$ cat src/rtl/control_sequencer.sv
// ---------------------------------------------------------------------------
// control_sequencer
//
// Purpose:
//   Instruction sequencer for a four-entry, 10-bit register file. It accepts
//   one instruction at a time and walks it through IDLE -> READ -> EXEC ->
//   WRITE. It drives the register-file enables and addresses, runs a small
//   ALU (LOAD, MOV, ADD, SUB, XOR, SHL) and keeps registered CARRY/ZERO
//   flags. Illegal opcodes finish in one cycle with an ERR pulse.
//
// Ports:
//   CLKb         in   1   clock, rising-edge active
//   RST          in   1   synchronous active-high reset
//   INSTR        in  10   [9:6] opcode, [5:4] Rx, [3:2] Ry, [1:0] ignored
//   INSTR_VALID  in   1   instruction offered, taken when READY=1
//   DIN          in  10   immediate data for LOAD
//   Q0, Q1       in  10   register-file read data (port 0 / port 1)
//   D            out 10   register-file write data
//   ENW          out  1   register-file write enable
//   ENR0, ENR1   out  1   register-file read-port enables
//   WRA          out  2   write address (Rx)
//   RDA0, RDA1   out  2   read addresses (Rx, Ry)
//   READY        out  1   high while idle
//   DONE         out  1   one-cycle completion pulse
//   ERR          out  1   one-cycle illegal-opcode pulse (with DONE)
//   CARRY, ZERO  out  1   registered ALU flags
// ---------------------------------------------------------------------------
module control_sequencer (
    input  logic       CLKb,
    input  logic       RST,
    input  logic [9:0] INSTR,
    input  logic       INSTR_VALID,
    input  logic [9:0] DIN,
    input  logic [9:0] Q0,
    input  logic [9:0] Q1,
    output logic [9:0] D,
    output logic       ENW,
    output logic       ENR0,
    output logic       ENR1,
    output logic [1:0] WRA,
    output logic [1:0] RDA0,
    output logic [1:0] RDA1,
    output logic       READY,
    output logic       DONE,
    output logic       ERR,
    output logic       CARRY,
    output logic       ZERO
);

    typedef enum logic [1:0] {
        IDLE,
        READ,
        EXEC,
        WRITE
    } state_t;

    localparam logic [3:0] OP_LOAD = 4'b0000;
    localparam logic [3:0] OP_MOV  = 4'b0001;
    localparam logic [3:0] OP_ADD  = 4'b0010;
    localparam logic [3:0] OP_SUB  = 4'b0011;
    localparam logic [3:0] OP_XOR  = 4'b0100;
    localparam logic [3:0] OP_SHL  = 4'b0101;

    state_t      state;
    state_t      next_state;

    logic        accept;
    logic [3:0]  in_opcode;
    logic        in_legal;

    logic [3:0]  opcode;
    logic [1:0]  rx;
    logic [1:0]  ry;

    logic [9:0]  operand_a;
    logic [9:0]  operand_b;
    logic [9:0]  result;
    logic        result_carry;

    logic        uses_rx;
    logic        uses_ry;
    logic        sets_flags;

    logic [10:0] alu_sum;
    logic [9:0]  alu_result;
    logic        alu_carry;

    logic        unused_instr_bits;

    assign in_opcode         = INSTR[9:6];
    assign in_legal          = (in_opcode <= OP_SHL);
    assign unused_instr_bits = ^INSTR[1:0];

    // The latched instruction drives the addresses until the next accept;
    // D is simply the result register, so it holds outside WRITE.
    assign WRA  = rx;
    assign RDA0 = rx;
    assign RDA1 = ry;
    assign D    = result;

    // State register.
    always_ff @(posedge CLKb) begin
        if (RST) begin
            state <= IDLE;
        end else begin
            state <= next_state;
        end
    end

    // Next-state and state-decoded outputs. READY is only ever high in IDLE,
    // so an accept can only happen from IDLE and busy cycles ignore INSTR.
    always_comb begin
        next_state = state;
        READY      = 1'b0;
        ENW        = 1'b0;
        ENR0       = 1'b0;
        ENR1       = 1'b0;
        accept     = 1'b0;
        case (state)
            IDLE: begin
                READY = 1'b1;
                if (INSTR_VALID) begin
                    accept = 1'b1;
                    if (!in_legal) begin
                        next_state = IDLE;
                    end else if (in_opcode == OP_LOAD) begin
                        next_state = WRITE;
                    end else begin
                        next_state = READ;
                    end
                end
            end
            READ: begin
                ENR0       = uses_rx;
                ENR1       = uses_ry;
                next_state = EXEC;
            end
            EXEC: begin
                next_state = WRITE;
            end
            WRITE: begin
                ENW        = 1'b1;
                next_state = IDLE;
            end
            default: begin
                next_state = IDLE;
            end
        endcase
    end

    // Which operands each latched opcode reads, and whether it updates flags.
    // LOAD and MOV leave CARRY/ZERO untouched.
    always_comb begin
        uses_rx    = 1'b0;
        uses_ry    = 1'b0;
        sets_flags = 1'b0;
        case (opcode)
            OP_MOV: begin
                uses_ry = 1'b1;
            end
            OP_ADD, OP_SUB, OP_XOR: begin
                uses_rx    = 1'b1;
                uses_ry    = 1'b1;
                sets_flags = 1'b1;
            end
            OP_SHL: begin
                uses_rx    = 1'b1;
                sets_flags = 1'b1;
            end
            default: begin
            end
        endcase
    end

    // ALU. SUB carry is the unsigned borrow; MOV passes Ry through.
    always_comb begin
        alu_sum    = {1'b0, operand_a} + {1'b0, operand_b};
        alu_result = operand_b;
        alu_carry  = 1'b0;
        case (opcode)
            OP_ADD: begin
                alu_result = alu_sum[9:0];
                alu_carry  = alu_sum[10];
            end
            OP_SUB: begin
                alu_result = operand_a - operand_b;
                alu_carry  = (operand_a < operand_b);
            end
            OP_XOR: begin
                alu_result = operand_a ^ operand_b;
            end
            OP_SHL: begin
                alu_result = {operand_a[8:0], 1'b0};
                alu_carry  = operand_a[9];
            end
            default: begin
            end
        endcase
    end

    // Datapath: instruction latch, operand capture (only on READ->EXEC),
    // result/carry capture, and the DONE/ERR/flag updates.
    always_ff @(posedge CLKb) begin
        if (RST) begin
            opcode       <= 4'd0;
            rx           <= 2'd0;
            ry           <= 2'd0;
            operand_a    <= 10'd0;
            operand_b    <= 10'd0;
            result       <= 10'd0;
            result_carry <= 1'b0;
            DONE         <= 1'b0;
            ERR          <= 1'b0;
            CARRY        <= 1'b0;
            ZERO         <= 1'b0;
        end else begin
            DONE <= 1'b0;
            ERR  <= 1'b0;

            if (accept) begin
                opcode <= in_opcode;
                rx     <= INSTR[5:4];
                ry     <= INSTR[3:2];
                if (in_opcode == OP_LOAD) begin
                    result <= DIN;
                end
                if (!in_legal) begin
                    DONE <= 1'b1;
                    ERR  <= 1'b1;
                end
            end

            if (state == READ) begin
                operand_a <= Q0;
                operand_b <= Q1;
            end

            if (state == EXEC) begin
                result       <= alu_result;
                result_carry <= alu_carry;
            end

            if (state == WRITE) begin
                DONE <= 1'b1;
                if (sets_flags) begin
                    CARRY <= result_carry;
                    ZERO  <= (result == 10'd0);
                end
            end
        end
    end

endmodule
$ cat config.mk
export PLATFORM = sky130hd
export DESIGN_NAME = control_sequencer
export DESIGN_NICKNAME = d
export VERILOG_FILES = /design/src/rtl/control_sequencer.sv
export SDC_FILE = /design/constraint.sdc
export NUM_CORES = 1
export LEC_CHECK = 0
export CAP_MARGIN = 20
export CORE_MARGIN = 10
export CORE_UTILIZATION = 35
export CTS_CLUSTER_DIAMETER = 50
export DETAILED_ROUTE_END_ITERATION = 8
export GPL_TIMING_DRIVEN = 1
export MAX_ROUTING_LAYER = met4
export PLACE_DENSITY_LB_ADDON = 0.08
export SKIP_CTS_REPAIR_TIMING = 1
export SYNTH_ARGS = -nofsm -noshare
export SYNTH_HDL_FRONTEND = slang
export SYNTH_SLANG_ARGS = --single-unit
export TNS_END_PERCENT = 10
$ cat constraint.sdc
create_clock -name CLKb -period 2.46 [get_ports CLKb]
set_clock_uncertainty 0.2 [all_clocks]
set_input_delay 0.369 -clock CLKb [delete_from_list [all_inputs] [get_ports CLKb]]
set_output_delay 0.369 -clock CLKb [all_outputs]
set_load 0.005 [all_outputs]
# == Word-level counts from Yosys, hierarchy flattened ==
# Cells that the tools add are included.
# Widths: inputs -> output; s select.
# word_totals
output_inout_bits,24
elab_cells,55
regBits,45
inputBits,43
# op_classes
n_addsub,2
order_cmp,2
bitwise_logic,1
n_eq_ne,9
n_mux,20
reduce_logical,9
# op_table
operator,count
$pmux 10 s4,1
$mux 10,3
$add 10x10->11,1
$mux 1,11
$logic_not 10->1,1
$lt 10x10->1,1
$sub 10x10->10,1
$xor 10x10->10,1
$eq 4x2->1 const B,2
$eq 4x3->1 const B,2
$pmux 2 s4,1
$reduce_or 4->1,2
$mux 2,3
$eq 2x2->1 const B,2
$eq 4x1->1 const B,1
$le 4x3->1 const B,1
$logic_not 4->1,1
$reduce_and 2->1,2
$reduce_bool 2->1,2
$pmux 1 s3,1
$eq 2x1->1 const B,1
$logic_not 2->1,1
$ne 2x2->1 const B,1

# == Depth between registers and ports, before layout ==
# depth
depth_word,5
depth_mapped,10
mapped_depth_nobuf,10

# == Worst setup path before layout ==
# Ideal clock, no wire load.
# synth_path
path_type,reg2reg
from,reg operand_b[0]
to,reg result_carry
path_stages_with_launch,10
t_arrival_ns,1.919
required_ns,2.174
path_buffers,0
setup_time_ns,0.086
setup_slack_ns,0.255
synth_period_minus_slack_ns,2.205
cell_sequence,dfxtp_1 ha_1 inv_1 fa_1 a21oi_1 o22ai_1 o41ai_1 nand2b_1 a221oi_1 a211oi_1
# synth_via
elab_chain_cells,2
elab_cells_between_ends,3
cone_classes,add/sub (1); order compare (1); mux (1)
# synth_lines
item,line,source
"start, declared",76,logic [9:0] operand_b;
"start signal, assigned",209,operand_b <= 10'd0;
"start signal, assigned",235,operand_b <= Q1;
$add 10x10->11 or $lt 10x10->1 (tied branches),"177, 187",
$pmux 1 s3 *,180,case (opcode)
"end signal, assigned",240,result_carry <= alu_carry;
"end, declared",78,logic result_carry;
# Mark *: on every way between the ends. The rest lies on a longest branch, timed or not.
# A chain may end at the register's enable or synchronous reset.

# == Worst setup path after layout ==
# layout_path
from,reg operand_a[0]
to,reg result_carry
# layout_via
elab_chain_cells,2
elab_cells_between_ends,3
cone_classes,add/sub (1); order compare (1); mux (1)
# layout_lines
item,line,source
"start, declared",75,logic [9:0] operand_a;
"start signal, assigned",208,operand_a <= 10'd0;
"start signal, assigned",234,operand_a <= Q0;
$add 10x10->11 or $lt 10x10->1 (tied branches),"177, 187",
$pmux 1 s3 *,180,
# Marks and branches as above.

==> flow_summary.yaml <==
worst_setup_path:
  crit_cells: 11
  crit_top_cell: "inv_2"
  path_max_fanout: 3
  crit_path_end_kind: "flip-flop"
  crit_family: "compound AO/OA/AOI/OAI gates"
  max_stage_delay_ns: 0.39
  cp.required_ns: 2.47
  crit_chain: "inv_2 -> ha_4 -> inv_2 -> fa_2 -> a21oi_4 -> o22ai_2 -> o41ai_2 -> buf_4 -> nand2b_4 -> a221oi_2 -> a211oi_1"
  ff2ff_path_depth: 11
  critical_path_class: "reg2reg"
  critPathSlowestCell: "fa_2"
  arrival_ns: 2.47
  path_buf_inv: 3
  r2r_slack_ns: 0.009
  startpoint_type: "flip-flop"
cells_and_area:
  final_cell_mix: "63 x clkdlybuf4s50_1, 52 x nor2_1, 52 x buf_4, 40 x dfxtp_1, 38 x a21oi_1"
  nets: 573
  design_area_sq_mm: 0.00452
  final_common_cell: "clkdlybuf4s50_1"
  area_growth_pct: 40.4
  n_antenna_cell: 0
  drive_gt1_frac: 0.188
placement:
  dpl.hpwl_um: 8120
  place_congestion: 0.862
  io_buffers: 64
  place_area_sq_mm: 0.00428
drt:
  drt-initial-drc-count: 228
  drcViolationCount: 0
  wl_per_cell_um: 17.4
  vias: 3235
  totalWireLength_um: 10600
  drtAntennaViolNets: 0
  via_per_inst: 5.29
  drtPass1Iterations: 4
sta:
  hold_viol_final: 0
  period_minus_slack_ns: 2.45
  rsz0062_at_grt: "yes"
  min_period_over_period: 0.996
  slew_viol_final: 0
  setup_violations: 0
  fmax_mhz: 408
  hold-worst-slack_ns: 0.256
  worstMarginPinSlew_ns: 0.697
  relSlewSlack: 0.533
yosys:
  yosysWarnings: 0
  synth_edf_count: 0
  synth_xor_area_frac: 0.00545
  syn_area_per_cell_sq_um: 7.90
  synth.area.mux_share: 0.121
  synth_top_family_by_area: "compound AO/OA/AOI/OAI gates"
  ys.flop_type: "dfxtp_1"
  synthAdderAreaFrac: 0.106
  syn_nets: 476
  ys_seq_elements: 45
  synthCells: 407
  synthSimpleGateAreaFrac: 0.207
  netlist.area_leader.share: 0.280
  synth_top_cell_by_area: "dfxtp_1"
  synth-compound-area-share: 0.216
  synth_area_leaders: "dfxtp_1 28%, mux2i_1 11%, ha_1 9.3%"
  async_flop_share: 0
  ys_types: 56
  synth_area_sq_mm: 0.00322
  ys_seq_area_frac: 0.280
hold_path:
  holdPathStages: 2
  hp-class: "reg2reg"
clocking:
  clk_path_buf_depth: 2
  clk_latency_ns: 0.31
  ctsRootBufferMaster: "clkbuf_8"
  clkSlewWorstSetupHoldPaths_ns: 0.09
  cts_buffers: 5
  h-tree-depth: 2
  cts_tree: "yes"
  clock-sinks: 45
power:
  vdd_drop_max_uv: 348
  p_leak_nw: 1.87
  cellPowerDensity_mw_per_mm2: 836
die:
  die_area_sq_mm: 0.0134
  die_h_um: 116
  start_util: 0.363
  coreArea_sq_mm: 0.00885
  die_w_um: 116
  fp-row-count: 34
  ios: 67
flow_run:
  cap_violations: 0
run_status:
  run_status: "complete, no violations"
global_route:
  grt_max_degree: 48
  grt_first_pass_wirelength_um: 16800
  grtUsageTotal: 0.160
  first_global_vias: 3157
  overflow: 0
  grt_antenna_before_repair: 0
## where the power goes
part / total [W] / switching, W / internal, W
Clock: 0.000567 / 0.000271 / 0.000296
Sequential: 0.00103 / 0.000145 / 0.000881
Combinational: 0.00218 / 0.00111 / 0.00107
Total: 0.00378 / 0.00153 / 0.00225
## layout make-up
cell class,count,area [sq um]
flip-flops and latches,45,907
fillers,872,4330
well taps,108,135
inverters,24,90.1
clock inverters,2,35.0
multi-input cells,311,2230
clock buffers,5,68.8
repair buffers,117,1050
## cells in the mapped netlist, types with 3 or more instances
cell type   n
nor2_1     52
dfxtp_1    45
a21oi_1    42
mux2i_1    34
nand2_1    32
ha_1       24
inv_1      24
clkbuf_1   16
o21ai_0    15
nor3_1     13
a211oi_1    8
buf_2       7
nand3_1     7
nor2b_1     6
nand2b_1    5
a221oi_1    4
and2_1      4
o21a_1      4
o21bai_1    4
a311oi_1    3
a31oi_1     3
mux2_2      3
nand4_1     3
nor4_1      3
o211ai_1    3
o32ai_1     3
## final timing paths
path,from,end
setup reg to reg,operand_a[0]$_SDFFE_PP0P_,result_carry$_SDFFE_PP0P_
setup / recovery,operand_a[0]$_SDFFE_PP0P_,result_carry$_SDFFE_PP0P_
hold / removal,RDA1[1]$_SDFFE_PP0P_,RDA1[1]$_SDFFE_PP0P_
hold reg to reg,RDA1[1]$_SDFFE_PP0P_,RDA1[1]$_SDFFE_PP0P_
## state kept, by name (all words and copies together), names as in the netlist
register,flops
CARRY,1
D,10
result_carry,1
ZERO,1
operand_b,10
DONE,1
state,2
operand_a,10
opcode,4
RDA0,2
RDA1,2
ERR,1
## worst reg2reg max path, cell delays in order, from the launching register on
cell and delay, ns:
dfxtp_2 0.33, inv_2 0.07, ha_4 0.14, inv_2 0.04
fa_2 0.39, a21oi_4 0.19, o22ai_2 0.09, o41ai_2 0.34
buf_4 0.17, nand2b_4 0.12, a221oi_2 0.05, a211oi_1 0.23
## logic make-up after synthesis
kind of cell	after synthesis
AO/OA/AOI/OAI	107
XOR/XNOR	2
adder cells (fa/ha/maj)	26
buffers and inverters	51
flip-flops	45
multiplexers	38
AND/OR/NAND/NOR	138
## per-stage QoR
step                      total power [W]  TNS, ns  std cells  setup WS [ns]   util
after CTS                         0.00364   -0.690        611         -0.293  0.495
final                             0.00378        0        612        0.00864  0.510
after global routing              0.00407   -0.132        612        -0.0672  0.510
after detailed placement          0.00305   -0.653        604         -0.256  0.483
after global placement            0.00304   -0.513        604         -0.208  0.483
after floorplan                   0.00219        0        407          0.255      -
## metal layers
layer  global-route usage  part of all wire  wire length [um]
met1                0.218              0.50              5270
met2                0.244              0.44              4670
met3               0.0305             0.059               624
met4               0.0250            0.0054                57
met5                    -                 0                 0
(Power assumes the default switching activity.)
